$ cat config.mk
export PLATFORM = sky130hd
export DESIGN_NAME = ahb_decoder_mux
export DESIGN_NICKNAME = d
export VERILOG_FILES = /design/src/rtl/ahb_decoder_mux.sv
export SDC_FILE = /design/constraint.sdc
export NUM_CORES = 1
export LEC_CHECK = 0
export ABC_AREA = 1
export ABC_CLOCK_PERIOD_IN_PS = 4340
export BUFFER_PORTS_ARGS = -buffer_cell sky130_fd_sc_hd__buf_2
export CORE_UTILIZATION = 42
export CTS_BUF_LIST = sky130_fd_sc_hd__clkbuf_16
export DETAILED_ROUTE_END_ITERATION = 8
export PLACE_DENSITY = 0.87
export RECOVER_POWER = 25
export SLEW_MARGIN = 15
export SYNTH_ARGS = -nofsm -noshare
export SYNTH_HDL_FRONTEND = slang
export SYNTH_SLANG_ARGS = --single-unit
$ cat constraint.sdc
create_clock -name hclk -period 4.34 [get_ports hclk]
set_input_delay 0.868 -clock hclk [delete_from_list [all_inputs] [get_ports hclk]]
set_output_delay 0.868 -clock hclk [all_outputs]
set_load 0.05 [all_outputs]
$ cat src/rtl/ahb_decoder_mux.sv
// AHB-Lite single-master address decoder and response mux.
// Built-in default slave answers unmapped transfers with a two-cycle ERROR.
module ahb_decoder_mux #(
  parameter int HADDR_WIDTH = 32,
  parameter int DATA_WIDTH  = 32,
  parameter int NUM_SLAVES  = 3,
  parameter int SEL_LSB     = 28,
  parameter int SEL_WIDTH   = 2,
  parameter int TIMEOUT_CYC = 256
) (
  input  logic                             hclk,
  input  logic                             hresetn,
  input  logic [HADDR_WIDTH-1:0]           haddr,
  input  logic [1:0]                       htrans,
  output logic [DATA_WIDTH-1:0]            hrdata,
  output logic                             hready,
  output logic                             hresp,
  output logic [NUM_SLAVES-1:0]            s_hsel,
  input  logic [NUM_SLAVES*DATA_WIDTH-1:0] s_hrdata,
  input  logic [NUM_SLAVES-1:0]            s_hreadyout,
  input  logic [NUM_SLAVES-1:0]            s_hresp,
  output logic [7:0]                       dec_err_cnt,
  output logic                             timeout_flag,
  input  logic                             timeout_clr
);

  localparam int WW = $clog2(TIMEOUT_CYC + 1);

  typedef enum logic [1:0] {
    IDLE,
    ERR1,
    ERR2
  } ds_state_t;

  ds_state_t             state;
  logic                  ds_ready;
  logic                  ds_resp;
  logic [SEL_WIDTH-1:0]  idx;
  logic [NUM_SLAVES:0]   dec;
  logic [NUM_SLAVES:0]   dp_sel;
  logic                  err_go;
  logic                  slv_ready;
  logic                  slv_resp;
  logic [DATA_WIDTH-1:0] slv_data;
  logic [WW-1:0]         wait_cnt;
  logic                  wd_set;
  logic                  unused_ok;

  assign idx = haddr[SEL_LSB +: SEL_WIDTH];

  // Top entry of dec is the default slave: taken when no slave matches.
  always_comb begin
    dec = '0;
    for (int k = 0; k < NUM_SLAVES; k++) begin
      dec[k] = (idx == SEL_WIDTH'(k));
    end
    dec[NUM_SLAVES] = ~|dec[NUM_SLAVES-1:0];
  end

  assign s_hsel = dec[NUM_SLAVES-1:0];

  always_comb begin
    slv_ready = 1'b0;
    slv_resp  = 1'b0;
    slv_data  = '0;
    for (int k = 0; k < NUM_SLAVES; k++) begin
      if (dp_sel[k]) begin
        slv_ready = s_hreadyout[k];
        slv_resp  = s_hresp[k];
        slv_data  = s_hrdata[k*DATA_WIDTH +: DATA_WIDTH];
      end
    end
  end

  assign hready = dp_sel[NUM_SLAVES] ? ds_ready : slv_ready;
  assign hresp  = dp_sel[NUM_SLAVES] ? ds_resp  : slv_resp;
  assign hrdata = dp_sel[NUM_SLAVES] ? '0       : slv_data;

  assign err_go = hready & dec[NUM_SLAVES] & htrans[1];

  always_ff @(posedge hclk or negedge hresetn) begin
    if (!hresetn) begin
      dp_sel <= (NUM_SLAVES+1)'(1) << NUM_SLAVES;
    end else if (hready) begin
      dp_sel <= dec;
    end
  end

  always_ff @(posedge hclk or negedge hresetn) begin
    if (!hresetn) begin
      state    <= IDLE;
      ds_ready <= 1'b1;
      ds_resp  <= 1'b0;
    end else begin
      unique case (state)
        IDLE, ERR2: begin
          if (err_go) begin
            state    <= ERR1;
            ds_ready <= 1'b0;
            ds_resp  <= 1'b1;
          end else begin
            state    <= IDLE;
            ds_ready <= 1'b1;
            ds_resp  <= 1'b0;
          end
        end
        ERR1: begin
          state    <= ERR2;
          ds_ready <= 1'b1;
          ds_resp  <= 1'b1;
        end
        default: begin
          state    <= IDLE;
          ds_ready <= 1'b1;
          ds_resp  <= 1'b0;
        end
      endcase
    end
  end

  always_ff @(posedge hclk or negedge hresetn) begin
    if (!hresetn) begin
      dec_err_cnt <= '0;
    end else if (timeout_clr) begin
      dec_err_cnt <= '0;
    end else if (err_go && dec_err_cnt != 8'hFF) begin
      dec_err_cnt <= dec_err_cnt + 8'd1;
    end
  end

  // Flag rises on the edge that completes the TIMEOUT_CYC-th wait cycle.
  assign wd_set = !hready && (wait_cnt >= WW'(TIMEOUT_CYC - 1));

  always_ff @(posedge hclk or negedge hresetn) begin
    if (!hresetn) begin
      wait_cnt     <= '0;
      timeout_flag <= 1'b0;
    end else begin
      if (hready) begin
        wait_cnt <= '0;
      end else if (wait_cnt != WW'(TIMEOUT_CYC)) begin
        wait_cnt <= wait_cnt + WW'(1);
      end
      if (wd_set) begin
        timeout_flag <= 1'b1;
      end else if (timeout_clr) begin
        timeout_flag <= 1'b0;
      end
    end
  end

  assign unused_ok = ^{haddr, htrans[0]};

endmodule
==> results of run 1 <==
logic make-up (layout without fill, tap and decap cells):
logic type,after synthesis,after routing,share of synthesized area (%)
buf+inv,58,197,11.8
fa+ha+maj,4,4,2.31
other cells,0,2,0
compound gates,114,114,27.0
flops,26,26,30.2
xor+xnor,7,7,2.83
simple gates,118,118,25.9
cell usage after synthesis:
cell type	count
nor3b_1	1
xor2_1	5
inv_2	3
xnor2_1	2
o21ai_1	1
buf_6	3
buf_4	3
nand2_2	2
a21oi_4	1
nand4_4	2
nand3_4	1
clkbuf_1	13
clkinv_1	1
a21oi_2	1
nand4_1	1
nor3_1	7
a21oi_1	69
nor2_4	1
nor2_1	10
nand2_1	66
nand3b_1	1
o21ai_0	42
ha_1	4
buf_2	3
nor2_2	3
nand3_1	22
inv_1	32
dfstp_2	2
dfrtp_1	24
or2_2	1
flip-flops by register name, indices dropped and copies added, names as in the netlist:
register and cells:
ds_resp 1, dec_err_cnt 8, wait_cnt 9, ds_ready 1
timeout_flag 1, state 2, dp_sel 4
routing by layer:
metal | vias to the layer above | part of all wire [%]
met3 | 14 | 5.0
met5 | - | 0
met1 | 1281 | 39
met2 | 96 | 55
met4 | 0 | 1.7
li1 | 1365 | -
power by group through the flow:
| stage | clock (mW) | combinational, mW | sequential [mW] |
|---|---|---|---|
| finish | 0.204 | 1.53 | 0.302 |
| global route | 0.219 | 1.64 | 0.307 |
| detailed placement | 0 | 1.52 | 0.305 |
| floorplan | 0 | 1.21 | 0.305 |
| global placement | 0 | 1.50 | 0.304 |
| CTS | 0.208 | 1.53 | 0.301 |
layout make-up:
type	instances	area, µm²	area share, %
Antenna cell	2	5.00	0.166
Clock buffer	3	75.1	2.50
Clock inverter	1	3.75	0.125
Inverter	36	135	4.49
Multi-Input combinational cell	243	1260	41.8
Sequential cell	26	653	21.7
Tap cell	67	83.8	2.79
Timing Repair Buffer	157	795	26.4
worst paths after layout:
kind                           start        endpoint  cells after the start
max                        dp_sel[2]          hready                      5
max reg2reg                dp_sel[2]  dec_err_cnt[6]                      7
min reg2reg                 state[1]        state[1]                      1
max in group asynchronous    hresetn         ds_resp                      1
min in group asynchronous    hresetn     wait_cnt[7]                      1
min                         state[1]        state[1]                      1
worst max-delay path, delay by kind of cell (launching register included):
kind	cells	cell delay (ns)
DFF	1	0.36
and+or+nand+nor	1	0.15
buffers and inverters	3	1.01
AOI/OAI and AO/OA	1	0.36
per-stage QoR:
stage          util (%)  hold WS [ns]  setup slack [ns]
6_report           62.0         0.429              1.31
5_1_grt            62.0         0.460              1.18
4_1_cts            62.0         0.419              1.31
3_5_place_dp       60.3         0.411              1.59
3_3_place_gp       60.3         0.405              1.61
2_1_floorplan         -         0.396              1.35
==> results.md, run 1 <==
- Total die area: 5450 µm²
- Final wirelength: 7010 µm
- Top area cells in the synthesized netlist: dfrtp_1, a21oi_1, nand2_1
- Final Non-Filler Cells: 535
- Reg clk slew, reported paths: around 0.060 ns
- Tcrit/Tclk final: 69.8%
- P&R area growth vs syn: 38.9%
- Dpl cells: about 530
- Placed instance area: 2930 µm²
- Final Max Slew Viols: 0
- Internal: 0.763 mW
- Sequential area share after synthesis: 30.2%
- CP Cell Sequence: buf_4, inv_2, nand3_4, a21oi_4, buf_2
- Die height: 73.8 µm
- CTS Buffer Depth: 2
- Via density: 5.15
- Top achievable clock speed: 330 MHz
- Crit end category: output pin
- Vias in the first global route: 2351
- Slew margin rel.: 10.7%
- Switch Pwr: 1.27 mW
- Sw Ratio: 62.5%
- Required time worst endpoint: 3.47 ns
- Postcts setup bufs: 0
- Commonest non-fill, non-tap cell in the layout: buf_2
- Post-CTS Resized: 0
- VDD IR max: 0.423 mV
- # fillers: 434
- Clock Skew: 0.00367 ns
- # setup viols final: 0
- Post-Synthesis Net Count: 470
- Std-Cell Core Area: 4850 µm²
- Critical path startpoint category: register
- Share of total power in the clock network: between 10% and 20%
- Largest area contributor in the netlist: dfrtp_1
- Residual DRC count: 0
- GRT Overall Usage: between 20% and 30%
- CTS tree: done
- Port buffer count: 153
- Pleak: ~1.7 nW
- Top-Level Pins: roughly 190
- Yosys reg bits: 26
- Vias: 2756
- Largest stage delay, worst path: 0.43 ns
- Critical path arrival: 2.16 ns
- Total chip power: 2.03 mW
- Critical path's slowest cell: inv_2
- CTS Hold Bufs: 0
- Combinational power share: 75.1%
- Ys Warns: 0
- Met2 usage: about 47%
- Share of cells above drive strength 1: between 30% and 40%
- Netlist Area Pre-Place: 2170 µm²
- Hold WC Path Type: register to register
- Drt wl/cell: about 13 µm
- NumNets Final: 610
- Die width: 73.8 µm
- Max_cap viols: 0
- Mapped Cells: 327
- Initial DRC Count: 73
- Design Area, Final: 3010 µm²
- Initial Util: 44.7%
- Power Density: around 680 nW/µm²
- Worst-Margin Slew: 1.34 ns
- Global-route met1 utilization: roughly a quarter
- Initial antenna violation count: 1
- Most frequent cells in the layout: buf_2, a21oi_1, nand2_1, o21ai_0, inv_1
- Clk sinks: 26
- Later-pin clock latency in the skew report: around 0.26 ns
- RSZ-0062 raised after global routing: false
- Grt peak-use layer: met2
- Setup CP Type: register to output pin
- Setup TNS: 0 ns
- Drt first pass iters: 4
- TritonCTS buffer count: 3
- CTS H-tree depth: 1
- Top cell type's share of synthesized area: 27.7%
- Status: finished, final reports clean
- Post-route minimum period: 3.03 ns
- Avg Inst Size Synth: 6.62 µm²
- M3 GR Usage: under 10%
- GPL Wtd Cong: approximately 0.85
- Largest net degree at the start of global routing: 36
- Reg power frac: 14.9%
- Root buf cell: clkbuf_16
- Core Rows: 25
- First-pass GRT wire length: between 10000 and 15000 µm
- Post-DRT Antenna Nets: 0
- R2R Setup Slk: roughly 2.3 ns
- Post-synth cell types: 30
- GR Overflow Total: 0
- DP HPWL: 5160 µm
- Crit-path max FO: 35
- Final hold viol count: 0
(Power assumes the default switching activity.)
==> run 2: changes to the inputs <==
Settings changed: ABC_CLOCK_PERIOD_IN_PS 4340 to 2400, CORE_UTILIZATION 42 to 35, PLACE_DENSITY 0.87 to 0.77.
Clock period 4.34 ns to 2.4 ns, I/O delays scaled along.
==> run 2 against run 1 <==
Final cell count grew 1.9%; sequential cell count unchanged; final area rose by 1.9%; critical path depth down 1; largest power group unchanged.
==> results.md, run 2 (synthesized netlist as in run 1, its figures left out) <==
- CP Cell Sequence: inv_2, o21ai_0, a21oi_1, buf_2
- CP Launch Point: dp_sel[2]
- CTS Buffer Depth: 2 (unchanged)
- TritonCTS buffer count: 3 (unchanged)
- Worst-case reg-to-reg path depth: 9 (+2)
- Max_cap viols: 0 (unchanged)
- Vias in the first global route: 2281 (-3.0%)
- CTS tree: done
- GRT Overall Usage: 19.5% (-4.4 points)
- Initial antenna violation count: 0 (-1)
- Critical path endpoint: hrdata[27]
- RSZ-0062 raised after global routing: false
- Final hold viol count: 0 (unchanged)
- Setup TNS: 0 ns (unchanged)
- Required time worst endpoint: 1.92 ns (-1.55 ns)
- CP top delay family: buffers and inverters
- Post-DRT Antenna Nets: 0 (unchanged)
- Slew margin rel.: 7.74% (-3.0 points)
- Combinational power share: 72.7% (-2.4 points)
- Initial Util: 36.4% (-8.3 points)
- Critical path startpoint category: register
- Largest reg by FF count: wait_cnt
- Largest stage delay, worst path: 0.39 ns (-0.04 ns)
- Critical path arrival: 1.68 ns (-0.48 ns)
- Largest regs: wait_cnt (9), dec_err_cnt (8), dp_sel (4)
- Die height: 80.7 µm (+9.3%)
- P&R area growth vs syn: 41.5%
- Pleak: 1.68 nW (+1.6%)
- Crit. path cell count: 4 (-1)
- Drt wl/cell: 12.4 µm (-5.4%)
- Area of the multi-input gates: 1260 µm² (unchanged)
- R2R Setup Slk: 0.65 ns (-1.60 ns)
- VDD IR max: 0.924 mV (+120%)
- Largest net degree at the start of global routing: 36 (unchanged)
- GR Overflow Total: 0 (unchanged)
- Worst Path Buf+Inv: 2 (-1)
- Port buffer count: 153 (unchanged)
- Setup CP Type: register to output pin
- Reg power frac: 14.5% (-0.4 points)
- Total die area: 6510 µm² (+19%)
- Most frequent cells in the layout: buf_2, a21oi_1, nand2_1, o21ai_0, inv_1
- Sw Ratio: 60.2% (-2.3 points)
- Via density: 4.93 (-4.4%)
- Crit-path max FO: 35 (unchanged)
- First-pass GRT wire length: 9960 µm (-1.6%)
- Top achievable clock speed: 464 MHz
- Clock Skew: 0.00551 ns (+0.00184 ns)
- Vias: 2685 (-2.6%)
- Crit end category: output pin
- Hold Startpoint: state[1]
- Postcts setup bufs: 0 (unchanged)
- Drt first pass iters: 4 (unchanged)
- # fillers: 588 (+35%)
- Worst slack, placed: 0.534 ns (-1.06 ns)
- Root buf cell: clkbuf_16
- Final Max Slew Viols: 0 (unchanged)
- Setup ws final: 0.245 ns (-1.07 ns)
- Share of cells above drive strength 1: 38.4% (+0.61 points)
- Power Density: 1240 nW/µm² (+84%)
- Critical path's slowest cell: dfrtp_1
- Post-CTS Resized: 0 (unchanged)
- Storage element area: 653 µm² (unchanged)
- Tcrit/Tclk final: 89.8%
- Clk sinks: 26 (unchanged)
- Top-Level Pins: 185 (unchanged)
- Die width: 80.7 µm (+9.3%)
- Worst-Margin Slew: 1.38 ns (+0.0446 ns)
- Std-Cell Core Area: 5960 µm² (+23%)
- GPL Wtd Cong: 0.894 (+5.2%)
- Worst R2R Start: wait_cnt[0]
- CTS H-tree depth: 1 (unchanged)
- Share of total power in the clock network: 12.8% (+2.8 points)
- Residual DRC count: 0 (unchanged)
- # setup viols final: 0 (unchanged)
- Switch Pwr: 2.29 mW (+80%)
- Hold WC Path Type: register to register
- Worst reg2reg path endpoint: timeout_flag
- CTS Hold Bufs: 0 (unchanged)
- Post-route minimum period: roughly 2.2 ns
- Reg clk slew, reported paths: 0.07 ns (about the same)
- Commonest non-fill, non-tap cell in the layout: buf_2
- DP HPWL: 5300 µm (+2.7%)
- Internal: 1.51 mW (+98%)
- Initial DRC Count: 69 (-5.5%)
- Max reg flops: 9 (unchanged)
- Core Rows: 28 (+12%)
- Status: finished, final reports clean
- Later-pin clock latency in the skew report: 0.26 ns (about the same)
- Final wirelength: 6760 µm (-3.7%)
- NumNets Final: 613 (+0.49%)
## run 2: changes by cell type in the layout (fill, tap and decap cells not counted)
cell | previous run | this run
buf_4 | 4 | 7
bufinv_16 | 0 | 1
clkinv_1 | 2 | 1
diode_2 | 2 | 1
## run 2: power by group through the flow
stage                     Combinational [mW]  Sequential (mW)  Clock [mW]
after floorplan                         2.18            0.552           0
after global placement                  2.74            0.557           0
after detailed placement                2.77            0.559           0
after CTS                               2.78            0.551       0.497
after global routing                    2.96            0.560       0.517
final                                   2.76            0.550       0.487
## run 2: final cells by class
type	count	share of cell area (%)
Multi-Input combinational cell	243	41.0
Timing Repair Buffer	160	26.7
Sequential cell	26	21.3
Inverter	36	4.41
Tap cell	75	3.06
Clock buffer	3	2.45
Clock inverter	1	0.980
Antenna cell	1	0.0817
## run 2: how the worst min path moves through the flow
stage / end / depth (start not counted) / slack (ns)
3_5_place_dp: state[1] / 1 / 0.41
2_1_floorplan: dec_err_cnt[0] / 0 / 0.18
5_1_grt: state[1] / 1 / 0.46
4_1_cts: dec_err_cnt[7] / 1 / 0.24
3_3_place_gp: state[1] / 1 / 0.40
6_report: state[1] / 1 / 0.43
## run 2: stage by stage
| step | instances | hold slack, ns | total power [mW] | cell area (µm²) | utilization, % |
|---|---|---|---|---|---|
| after floorplan | 327 | 0.184 | 2.73 | 2170 | - |
| after global placement | 540 | 0.404 | 3.30 | 2960 | 49.7 |
| after detailed placement | 540 | 0.414 | 3.33 | 2960 | 49.7 |
| after CTS | 544 | 0.237 | 3.82 | 3060 | 51.4 |
| after global routing | 544 | 0.460 | 4.03 | 3060 | 51.4 |
| final | 545 | 0.428 | 3.80 | 3060 | 51.4 |
## run 2: routing by layer
| layer | vias up | global-route usage, % | share of wire, % |
|---|---|---|---|
| li1 | 1370 | - | - |
| met3 | 9 | 4.20 | 7.6 |
| met1 | 1209 | 20.8 | 39 |
| met4 | 0 | 4.11 | 0.99 |
| met2 | 97 | 38.3 | 53 |
| met5 | - | 0 | 0 |
